==> src/rtl/dmem_port_arbiter.sv <==
// Data-port (port B) arbiter for the unified memory: round-robin between core and debug,
// lane/byte-enable generation on stores, aligned and extended load data one cycle after grant.
module dmem_port_arbiter #(
  parameter int unsigned WADDR_W = 16
) (
  input  logic        clock,
  input  logic        reset_n,
  input  logic        core_req,
  input  logic        core_we,
  input  logic [1:0]  core_size,
  input  logic        core_uns,
  input  logic [31:0] core_addr,
  input  logic [31:0] core_wdata,
  input  logic        dbg_req,
  input  logic        dbg_we,
  input  logic [1:0]  dbg_size,
  input  logic        dbg_uns,
  input  logic [31:0] dbg_addr,
  input  logic [31:0] dbg_wdata,
  output logic        core_gnt,
  output logic        dbg_gnt,
  output logic        core_rvalid,
  output logic        dbg_rvalid,
  output logic [31:0] core_rdata,
  output logic [31:0] dbg_rdata,
  output logic        core_err,
  output logic        dbg_err,
  output logic [16:0] mem_address,
  output logic [3:0]  mem_byteena,
  output logic [31:0] mem_data,
  output logic        mem_enable,
  output logic        mem_wren,
  input  logic [31:0] mem_q
);
  localparam int unsigned MAW       = 17;
  localparam int unsigned RANGE_LSB = WADDR_W + 2;

  typedef enum logic {OWN_CORE = 1'b0, OWN_DBG = 1'b1} owner_e;

  typedef struct packed {
    logic        we;
    logic [1:0]  size;
    logic        uns;
    logic [31:0] addr;
    logic [31:0] wdata;
  } acc_t;

  typedef struct packed {
    owner_e      owner;
    logic        valid;
    logic        we;
    logic [1:0]  size;
    logic        uns;
    logic [1:0]  off;
    logic        err;
  } rsp_t;

  owner_e      last_q, last_d;
  rsp_t        rsp_q, rsp_d;
  acc_t        sel;
  logic        any_req, pick_dbg;
  logic        is_byte, is_half, misal, oor, acc_err;
  logic [7:0]  b_sel;
  logic [15:0] h_sel;
  logic [31:0] fmt_data;

  // Round-robin: on a tie the requester not granted last wins; no grants while in reset.
  always_comb begin : arbitrate
    any_req  = reset_n && (core_req || dbg_req);
    pick_dbg = dbg_req && (!core_req || (last_q == OWN_CORE));
    core_gnt = any_req && !pick_dbg;
    dbg_gnt  = any_req && pick_dbg;
    sel      = pick_dbg ? {dbg_we, dbg_size, dbg_uns, dbg_addr, dbg_wdata}
                        : {core_we, core_size, core_uns, core_addr, core_wdata};
    last_d   = last_q;
    if (any_req) begin
      last_d = pick_dbg ? OWN_DBG : OWN_CORE;
    end
  end

  always_comb begin : access_check
    is_byte = (sel.size == 2'b00);
    is_half = (sel.size == 2'b01);
    misal   = (is_half && sel.addr[0]) || (!is_byte && !is_half && (sel.addr[1:0] != 2'b00));
    oor     = (sel.addr >> RANGE_LSB) != 32'h0;
    acc_err = misal || oor;
  end

  // Port B is only strobed for a clean access in its grant cycle; otherwise all zeros.
  always_comb begin : mem_port
    mem_address = '0;
    mem_byteena = '0;
    mem_data    = '0;
    mem_enable  = 1'b0;
    mem_wren    = 1'b0;
    if (any_req && !acc_err) begin
      mem_address = MAW'(sel.addr[WADDR_W+1:2]);
      if (!sel.we) begin
        mem_enable  = 1'b1;
        mem_byteena = 4'b1111;
      end else begin
        mem_wren = 1'b1;
        if (is_byte) begin
          mem_byteena = 4'b0001 << sel.addr[1:0];
          mem_data    = {4{sel.wdata[7:0]}};
        end else if (is_half) begin
          mem_byteena = sel.addr[1] ? 4'b1100 : 4'b0011;
          mem_data    = {2{sel.wdata[15:0]}};
        end else begin
          mem_byteena = 4'b1111;
          mem_data    = sel.wdata;
        end
      end
    end
  end

  always_comb begin : rsp_next
    rsp_d = '0;
    if (any_req) begin
      rsp_d.owner = pick_dbg ? OWN_DBG : OWN_CORE;
      rsp_d.valid = 1'b1;
      rsp_d.we    = sel.we;
      rsp_d.size  = sel.size;
      rsp_d.uns   = sel.uns;
      rsp_d.off   = sel.addr[1:0];
      rsp_d.err   = acc_err;
    end
  end

  always_ff @(posedge clock or negedge reset_n) begin
    if (!reset_n) begin
      last_q <= OWN_DBG;
      rsp_q  <= '0;
    end else begin
      last_q <= last_d;
      rsp_q  <= rsp_d;
    end
  end

  // Lane select and extension of the registered memory word; stores and errors return 0.
  always_comb begin : load_format
    b_sel = mem_q[{rsp_q.off, 3'b000} +: 8];
    h_sel = mem_q[{rsp_q.off[1], 4'b0000} +: 16];
    case (rsp_q.size)
      2'b00:   fmt_data = {{24{!rsp_q.uns && b_sel[7]}}, b_sel};
      2'b01:   fmt_data = {{16{!rsp_q.uns && h_sel[15]}}, h_sel};
      default: fmt_data = mem_q;
    endcase
    if (rsp_q.we || rsp_q.err) begin
      fmt_data = '0;
    end
  end

  always_comb begin : rsp_out
    core_rvalid = rsp_q.valid && (rsp_q.owner == OWN_CORE);
    dbg_rvalid  = rsp_q.valid && (rsp_q.owner == OWN_DBG);
    core_rdata  = core_rvalid ? fmt_data : '0;
    dbg_rdata   = dbg_rvalid ? fmt_data : '0;
    core_err    = core_rvalid && rsp_q.err;
    dbg_err     = dbg_rvalid && rsp_q.err;
  end

endmodule

==> config.mk <==
export PLATFORM = sky130hd
export DESIGN_NAME = dmem_port_arbiter
export DESIGN_NICKNAME = d
export VERILOG_FILES = /design/src/rtl/dmem_port_arbiter.sv
export SDC_FILE = /design/constraint.sdc
export NUM_CORES = 1
export LEC_CHECK = 0
export ABC_AREA = 1
export BUFFER_PORTS_ARGS = -buffer_cell sky130_fd_sc_hd__buf_2
export CAP_MARGIN = 20
export CORE_AREA = 4 4 112 114
export CTS_CLUSTER_DIAMETER = 30
export CTS_CLUSTER_SIZE = 10
export DETAILED_ROUTE_END_ITERATION = 10
export DIE_AREA = 0 0 116 118
export PLACE_DENSITY = 0.68
export SLEW_MARGIN = 25
export SYNTH_ARGS = -nofsm -noshare
export SYNTH_HDL_FRONTEND = slang
export SYNTH_SLANG_ARGS = --single-unit
==> constraint.sdc <==
create_clock -name clock -period 1.7 [get_ports clock]
set_clock_uncertainty 0.2 [all_clocks]
set_input_delay 0.085 -clock clock [delete_from_list [all_inputs] [get_ports clock]]
set_output_delay 0.085 -clock clock [all_outputs]
set_load 0.05 [all_outputs]
==> results of run 1 <==
-- cells in the mapped netlist --
library cell / number / area, um^2
a21oi_1: 4 / 20.0
a22o_1: 2 / 17.5
buf_2: 12 / 60.1
buf_4: 4 / 30.0
buf_6: 8 / 90.1
buf_8: 1 / 15.0
clkbuf_1: 10 / 37.5
clkbuf_2: 1 / 5.00
clkinv_4: 1 / 8.76
conb_1: 1 / 3.75
dfrtp_1: 9 / 225
dfstp_2: 1 / 26.3
inv_1: 36 / 135
inv_2: 3 / 11.3
nand2_1: 246 / 923
nand2_2: 5 / 31.3
nand2_4: 3 / 33.8
nand3_1: 47 / 235
nand3_2: 12 / 120
nand3_4: 1 / 17.5
nor2_1: 148 / 556
nor2_2: 6 / 37.5
nor2_4: 1 / 11.3
nor2_8: 1 / 20.0
nor3b_1: 1 / 7.51
o21ai_0: 21 / 105
o21ai_1: 4 / 20.0
o21ai_2: 2 / 17.5
or2_2: 34 / 213
-- logic make-up (layout without fill, tap and decap cells) --
| family | after synthesis | in the layout | share of synthesized area [%] |
|---|---|---|---|
| other cells | 1 | 1 | 0.124 |
| simple gates | 505 | 507 | 72.7 |
| buf+inv | 76 | 455 | 12.9 |
| compound gates | 33 | 33 | 5.94 |
| flops | 10 | 10 | 8.29 |
-- worst paths after layout --
| kind | startpoint | to | depth (start not counted) |
|---|---|---|---|
| worst max-delay path | last_q | mem_data[31] | 10 |
| worst min-delay path | dbg_req | last_q | 3 |
| max in group asynchronous | reset_n | last_q | 3 |
| worst min register to register | last_q | last_q | 2 |
| min in group asynchronous | reset_n | rsp_q[8] | 3 |
| worst max register to register | last_q | rsp_q[0] | 10 |
-- worst max-delay path: cells and delay by family, from the launching register on --
kind	cells	cell delay [ns]
buffers and inverters	2	0.21
flip-flops	1	0.55
AND/OR/NAND/NOR	8	1.08
-- per-stage QoR --
stage / instance area [um^2] / utilization [%] / power (uW) / setup WS [ns]
floorplan: 4110 / - / 1560 / -0.310
global placement: 6290 / 55.1 / 2150 / -0.610
detailed placement: 6290 / 55.1 / 2170 / -0.640
CTS: 8110 / 71.0 / 3120 / -0.645
global route: 8850 / 77.5 / 3730 / -0.725
finish: 8850 / 77.5 / 3560 / -0.678
-- power by group --
group / switching (uW) / internal, uW
Combinational: 1690 / 1170
Sequential: 19.8 / 260
Clock: 109 / 314
Total: 1820 / 1750
-- cells in the final DEF (no fill, tap or decap), types with 3 or more instances in the layout --
| master | count |
|---|---|
| buf_2 | 175 |
| nand2_1 | 172 |
| nor2_4 | 127 |
| buf_6 | 82 |
| buf_8 | 71 |
| buf_4 | 49 |
| nand2_2 | 48 |
| nand3_4 | 35 |
| or2_2 | 34 |
| nand2_4 | 33 |
| inv_1 | 30 |
| buf_12 | 26 |
| nor2_1 | 21 |
| nand3_1 | 14 |
| nand3_2 | 12 |
| o21ai_2 | 9 |
| o21ai_0 | 8 |
| nor2_2 | 7 |
| dfrtp_1 | 7 |
| o21ai_1 | 5 |
| o21ai_4 | 5 |
| clkbuf_16 | 5 |
| inv_2 | 4 |
| buf_16 | 3 |
| dlygate4sd3_1 | 3 |
-- registers in the layout, summed over array words and instances, names as in the netlist --
register / count
rsp_q: 9
last_q: 1
-- what timing repair did --
item / in CTS / in global routing
resized for setup: 391 / 163
hold buffers: 3 / 0
setup endpoints to repair: 122 / 124
pin swaps: 56 / 62
buffers inserted: 28 / 15
gates cloned: 5 / 3
endpoints found under the hold margin: 11 / 0
-- layer usage --
layer | vias up | share of wire [%] | wire, um | GRT usage [%]
met1 | 2660 | 32 | 7050 | 27.3
met3 | 100 | 9.3 | 2090 | 5.24
met5 | - | 0 | 0 | 0
met2 | 357 | 53 | 11900 | 51.3
met4 | 0 | 5.9 | 1320 | 8.99
li1 | 2687 | - | - | -
-- cell type report --
cell class	instances	area, um^2	share of cell area (%)
Tap cell	143	179	2.02
Multi-Input combinational cell	541	4240	47.9
Sequential cell	10	254	2.87
Clock buffer	4	78.8	0.890
Inverter	40	180	2.04
Timing Repair Buffer	411	3920	44.2
==> flow_metrics.tcl, run 1 <==
set metrics [dict create \
    status "finished, violations left" \
    violations "setup timing" \
    gp_congestion 0.891 \
    die_area_um2 13700 \
    path_clk_slew_ns 0.04 \
    fill_cells 740 \
    final_cells 1149 \
    routedWlPerCell_um 19.5 \
    numClockSinks 10 \
    drc_errors 0 \
    coreArea_um2 11400 \
    drv_cap 0 \
    hold_violations 0 \
    cp-start-kind "flop" \
    diodes 0 \
    grt_max_degree 35 \
    synth_fp_nets 797 \
    track_usage_pct 26.4 \
    synth.yosys.seq_area_share_pct 8.29 \
    hp-class "input port to flop" \
    first_pass_iters 5 \
    crit_top_cell "nand2_4" \
    placed_cells 1100 \
    dr.first_iter.drc_count 387 \
    worst-path-max-fanout 8 \
    die_h_um 118 \
    r2r_setup_slack_ns -0.16 \
    ys_ff_latch 10 \
    insertion_delay_ns 0.24 \
    ys_types 29 \
    period_minus_slack_ns 2.38 \
    syn_area_um2 3030 \
    fin_tns_setup_ns -57.73 \
    port_buffers 295 \
    fin_ws_ns -0.678 \
    cp_slowest_cell "dfstp_2" \
    clockRootBuffer "clkbuf_16" \
    finalCritPeriodShare_pct 140 \
    die_x_um 116 \
    rsz0062_at_grt "true" \
    drive_above_1_share_pct 73.6 \
    powerDensity_nw_per_um2 403 \
    leakage_uw 0.00417 \
    maxSlewViolCount 0 \
    required_ns 1.41 \
    nets 1179 \
    worst_hold_slack_ns 0.0446 \
    path_class "flop to output port" \
    h-tree-depth 1 \
    cts_made_buffers 3 \
    vias_per_cell 5.05 \
    synth.avg_cell_area_um2 4.85 \
    ant_nets 0 \
    crit_chain "nand2_4, nand2_8, nand2_2, nand2_4, inv_1, nor2_2, nand2_1, nand3_2, nor2_4, buf_8" \
    crit_path_end_kind "output port" \
    synth_warnings 0 \
    wl_um 22400 \
    critPathMaxStageDelay_ns 0.55 \
    arrival_ns 2.09 \
    row_count 39 \
    grt_pass1_wl_um 29200 \
    ir_worst_vdd_mv 0.319 \
    grt_pass1_vias 5796 \
    clock_path_buffers 2 \
    syn_inst 625 \
    overflow 0 \
    start_util_pct 26.6 \
    place_hpwl_um 13500 \
    antenna_found_initial 0 \
    cts_tree "built" \
    setup_viol 121 \
    pin_count 297 \
    fmax_mhz 421 \
    num_vias 5804 \
    syn_to_final_growth_pct 192 \
]
No activity file was read; power rests on OpenSTA's default activity.
==> inputs of run 2 (changes only) <==
--- a/config.mk
+++ b/config.mk
@@ -6,14 +6,15 @@
 export NUM_CORES = 1
 export LEC_CHECK = 0
 export ABC_AREA = 1
-export BUFFER_PORTS_ARGS = -buffer_cell sky130_fd_sc_hd__buf_2
+export BUFFER_PORTS_ARGS = -buffer_cell sky130_fd_sc_hd__buf_4
 export CAP_MARGIN = 20
-export CORE_AREA = 4 4 112 114
+export CORE_AREA = 4 4 135 85
 export CTS_CLUSTER_DIAMETER = 30
 export CTS_CLUSTER_SIZE = 10
 export DETAILED_ROUTE_END_ITERATION = 10
-export DIE_AREA = 0 0 116 118
-export PLACE_DENSITY = 0.68
+export DIE_AREA = 0 0 139 89
+export HOLD_SLACK_MARGIN = 0.05
+export PLACE_DENSITY = 0.75
 export SLEW_MARGIN = 25
 export SYNTH_ARGS = -nofsm -noshare
 export SYNTH_HDL_FRONTEND = slang
==> flow_metrics.tcl, run 2 (synthesis results as in run 1) <==
set metrics [dict create \
    ant_nets 0 \
    gp_congestion 0.940 \
    placed_cell_area_um2 6970 \
    place_hpwl_um 14100 \
    crit_path_end_kind "output port" \
    die_x_um 139 \
    grt_max_degree 21 \
    vias_per_cell 5.08 \
    overflow 0 \
    required_ns 1.41 \
    cts_tree "built" \
    arrival_ns 2.15 \
    mostFrequentLayoutCell "buf_4" \
    finalCritPeriodShare_pct 143 \
    drive_above_1_share_pct 67.1 \
    powerDensity_nw_per_um2 392 \
    coreArea_um2 10300 \
    first_pass_iters 8 \
    pre_cts_ws_ns -0.507 \
    largest_reg_flops 9 \
    cp-start-kind "flop" \
    setup_viol 121 \
    fin_ws_ns -0.739 \
    num_vias 5730 \
    rsz0062_at_grt "true" \
    row_count 29 \
    port_buffers 295 \
    path_clk_slew_ns 0.04 \
    syn_to_final_growth_pct 186 \
    die_area_um2 12400 \
    p_total_uw 3400 \
    cts_made_buffers 3 \
    post-route-util_pct 84.1 \
    ir_worst_vdd_mv 0.336 \
    hp-class "input port to flop" \
    final_cell_mix "buf_4, nand2_1, nor2_4" \
    worst-path-max-fanout 7 \
    worst_hold_slack_ns 0.0874 \
    path_class "flop to output port" \
    maxSlewViolCount 0 \
    leakage_uw 0.00411 \
    clockRootBuffer "clkbuf_16" \
    insertion_delay_ns 0.24 \
    grt_pass1_wl_um 29000 \
    wl_um 20600 \
    die_h_um 89 \
    status "finished, violations left" \
    drv_cap 0 \
    start_util_pct 29.4 \
    nets 1163 \
    drc_errors 0 \
    fmax_mhz 410 \
    numClockSinks 10 \
    routedWlPerCell_um 18.2 \
    regMostFlops "rsp_q" \
    grt_pass1_vias 5629 \
    diodes 0 \
    antenna_found_initial 0 \
    period_minus_slack_ns 2.44 \
    hold_violations 0 \
    violations "setup timing" \
    pin_count 297 \
    final_area_um2 8670 \
    clock_path_buffers 2 \
    largestRegisters "rsp_q x9, last_q x1" \
    dr.first_iter.drc_count 370 \
    h-tree-depth 1 \
    track_usage_pct 28.7 \
]
-- run 2: changes by cell type in the layout (fill, tap and decap cells not counted), sizes merged --
cell      change
buf          -15
clkbuf        +1
clkinvlp      -1
inv           +1
nand2         -1
nand3         -1
-- run 2: worst paths after layout --
| check | startpoint | to | slack (ns) | depth (start not counted) |
|---|---|---|---|---|
| setup / recovery | last_q | mem_data[8] | -0.74 | 11 |
| hold / removal | reset_n | rsp_q[7] | 0.09 | 3 |
| setup reg to reg | last_q | rsp_q[3] | -0.04 | 8 |
| hold reg to reg | last_q | last_q | 0.37 | 2 |
| max in group asynchronous | reset_n | last_q | 0.95 | 3 |
| min in group asynchronous | reset_n | rsp_q[6] | 0.13 | 3 |
-- run 2: routing by layer --
layer / vias to the layer above / share of wire (%) / track usage (%)
met3: 62 / 8.7 / 6.36
met5: - / 0 / 0
met1: 2676 / 37 / 34.0
met4: 0 / 3.2 / 7.99
met2: 330 / 51 / 53.5
li1: 2662 / - / -
-- run 2: through the flow --
stage / cells / TNS [ns]
detailed placement: 1101 / -33.51
floorplan: 625 / -25.03
finish: 1129 / -62.06
global placement: 1101 / -31.54
global route: 1129 / -70.52
CTS: 1121 / -54.70
-- run 2: critical path: stages, from the launching register on --
cell and delay [ns]:
dfstp_2 0.56, nand2_4 0.08, nand2_8 0.11, buf_8 0.15
nand2_4 0.06, o21ai_4 0.07, nand2_4 0.08, nand2_4 0.10
nand3_4 0.19, buf_16 0.23, nor2_4 0.12, buf_6 0.16
-- run 2: what timing repair did --
action,CTS,global route
gates cloned,3,3
hold buffers,3,0
buffers inserted,11,13
setup endpoints to repair,121,124
pin swaps,32,42
endpoints found under the hold margin,11,0
resized for setup,236,118
-- run 2: power breakdown --
part	internal, uW	switching [uW]	total, uW
Clock	315	120	435
Sequential	260	24.6	284
Combinational	1140	1540	2680
-- run 2: layout make-up --
cell class	instances	area [um^2]
fillers	582	1640
multi-input cells	539	3970
inverters	40	171
flip-flops and latches	10	254
repair buffers	397	4020
clock buffers	4	78.8
well taps	139	174
==> inputs of run 3 (changes only) <==
--- a/config.mk
+++ b/config.mk
@@ -14,7 +14,7 @@
 export DETAILED_ROUTE_END_ITERATION = 10
 export DIE_AREA = 0 0 139 89
 export HOLD_SLACK_MARGIN = 0.05
-export PLACE_DENSITY = 0.75
+export PLACE_DENSITY = 0.71
 export SLEW_MARGIN = 25
 export SYNTH_ARGS = -nofsm -noshare
 export SYNTH_HDL_FRONTEND = slang
==> flow_metrics.tcl, run 3 (synthesis results as in run 1) <==
set metrics [dict create \
    final_cell_mix "buf_4, nand2_1, nor2_4" \
    drc_errors 0 \
    grt_pass1_wl_um 29800 \
    cp-startpoint "last_q" \
    powerDensity_nw_per_um2 406 \
    nets 1167 \
    finalCritPeriodShare_pct 144 \
    path_class "flop to output port" \
    insertion_delay_ns 0.23 \
    leakage_uw 0.00416 \
    mostFrequentLayoutCell "buf_4" \
    cts_tree "built" \
    dr.first_iter.drc_count 405 \
    ant_nets 0 \
    overflow 0 \
    violations "setup timing" \
    r2r_setup_slack_ns -0.33 \
    die_x_um 139 \
    fill_cells 535 \
    placed_cell_area_um2 6900 \
    vias_per_cell 5.15 \
    clockRootBuffer "clkbuf_16" \
    final_cells 1133 \
    pin_count 297 \
    setup_viol 122 \
    fin_ws_ns -0.749 \
    drv_cap 0 \
    routedWlPerCell_um 19.2 \
    crit_path_end_kind "output port" \
    first_pass_iters 5 \
    arrival_ns 2.16 \
    h-tree-depth 1 \
    rsz0062_at_grt "true" \
    worstHoldEndpoint "rsp_q[2]" \
    grt_pass1_vias 5836 \
    rr_endpoint "rsp_q[0]" \
    diodes 0 \
    period_minus_slack_ns 2.45 \
    min_from "reset_n" \
    fmax_mhz 408 \
    largest_reg_flops 9 \
    antenna_found_initial 0 \
    coreArea_um2 10300 \
    port_buffers 295 \
    worst-path-max-fanout 8 \
    track_usage_pct 29.3 \
    regMostFlops "rsp_q" \
    placed_cells 1093 \
    drive_above_1_share_pct 67.1 \
    status "finished, violations left" \
    wl_um 21700 \
    start_util_pct 29.4 \
    ff2ff_path_depth 10 \
    clock_path_buffers 2 \
    maxSlewViolCount 0 \
    gp_congestion 0.925 \
    die_h_um 89 \
    path_clk_slew_ns 0.04 \
    hold_violations 0 \
    required_ns 1.41 \
    place_hpwl_um 14200 \
    timing.rr.start "last_q" \
    num_vias 5840 \
    pre_cts_ws_ns -0.572 \
    cts_made_buffers 3 \
    grt_max_degree 34 \
    ir_worst_vdd_mv 0.317 \
    syn_to_final_growth_pct 189 \
    cp-start-kind "flop" \
    hp-class "input port to flop" \
    hold_depth 4 \
    numClockSinks 10 \
    die_area_um2 12400 \
    row_count 29 \
    final_area_um2 8780 \
    largestRegisters "rsp_q x9, last_q x1" \
]
run 3: changes by cell type in the layout (fill, tap and decap cells not counted), sizes merged:
cell	delta
nand2	+1
buf	+3
run 3: critical path, stage by stage (launching register included):
cell	delay [ns]
dfstp_2	0.56
nand2_4	0.09
nand2_2	0.15
nand2_1	0.09
o21ai_2	0.12
buf_4	0.18
nor2_4	0.04
inv_1	0.24
nand2_1	0.10
nand2_1	0.14
nor2_4	0.05
buf_4	0.18
run 3: cell type report:
type / count / area (um^2) / share of cell area, %
sequential: 10 / 255 / 2.91
timing repair buffer: 400 / 4110 / 46.8
clock buffer: 4 / 88.8 / 1.01
inverter: 40 / 179 / 2.04
tap: 139 / 174 / 1.98
multi-input combinational: 540 / 3970 / 45.3
run 3: per-layer routing:
| layer | GRT usage, % | part of all wire [%] | vias to the layer above |
|---|---|---|---|
| met5 | 0 | 0 | - |
| met4 | 7.46 | 4.5 | 0 |
| met3 | 5.93 | 8.2 | 99 |
| met2 | 56.5 | 52 | 375 |
| met1 | 33.9 | 36 | 2710 |
| li1 | - | - | 2656 |
run 3: how the worst max path moves through the flow:
| stage | to | slack [ns] | cells after the start |
|---|---|---|---|
| CTS | mem_data[24] | -0.65 | 9 |
| global route | mem_data[13] | -0.85 | 11 |
| finish | mem_data[13] | -0.75 | 11 |
| global placement | mem_data[29] | -0.48 | 10 |
| detailed placement | mem_data[29] | -0.57 | 10 |
| floorplan | mem_wren | -0.31 | 10 |
run 3: timing repair:
item,4_1_cts,5_1_grt
gates cloned,5,3
pin swaps,24,34
resized for setup,245,100
buffers inserted,20,11
setup endpoints to repair,122,124
endpoints found under the hold margin,12,10
hold buffers,3,1
run 3: metrics by stage:
step / TNS (ns) / total power [uW] / hold WS (ns) / util (%)
finish: -67.63 / 3560 / 0.0701 / 85.2
global route: -75.91 / 3720 / 0.0802 / 85.2
CTS: -54.65 / 3270 / 0.102 / 80.1
detailed placement: -32.94 / 2360 / -0.182 / 66.9
global placement: -28.68 / 2320 / -0.191 / 66.9
floorplan: -25.03 / 1560 / -0.411 / -
run 3: where the power goes:
group / total, uW / internal (uW) / leakage [uW] / switching (uW)
Sequential: 283 / 260 / 0.000123 / 23.2
Clock: 477 / 355 / 0.0000442 / 122
Combinational: 2800 / 1210 / 0.00399 / 1590
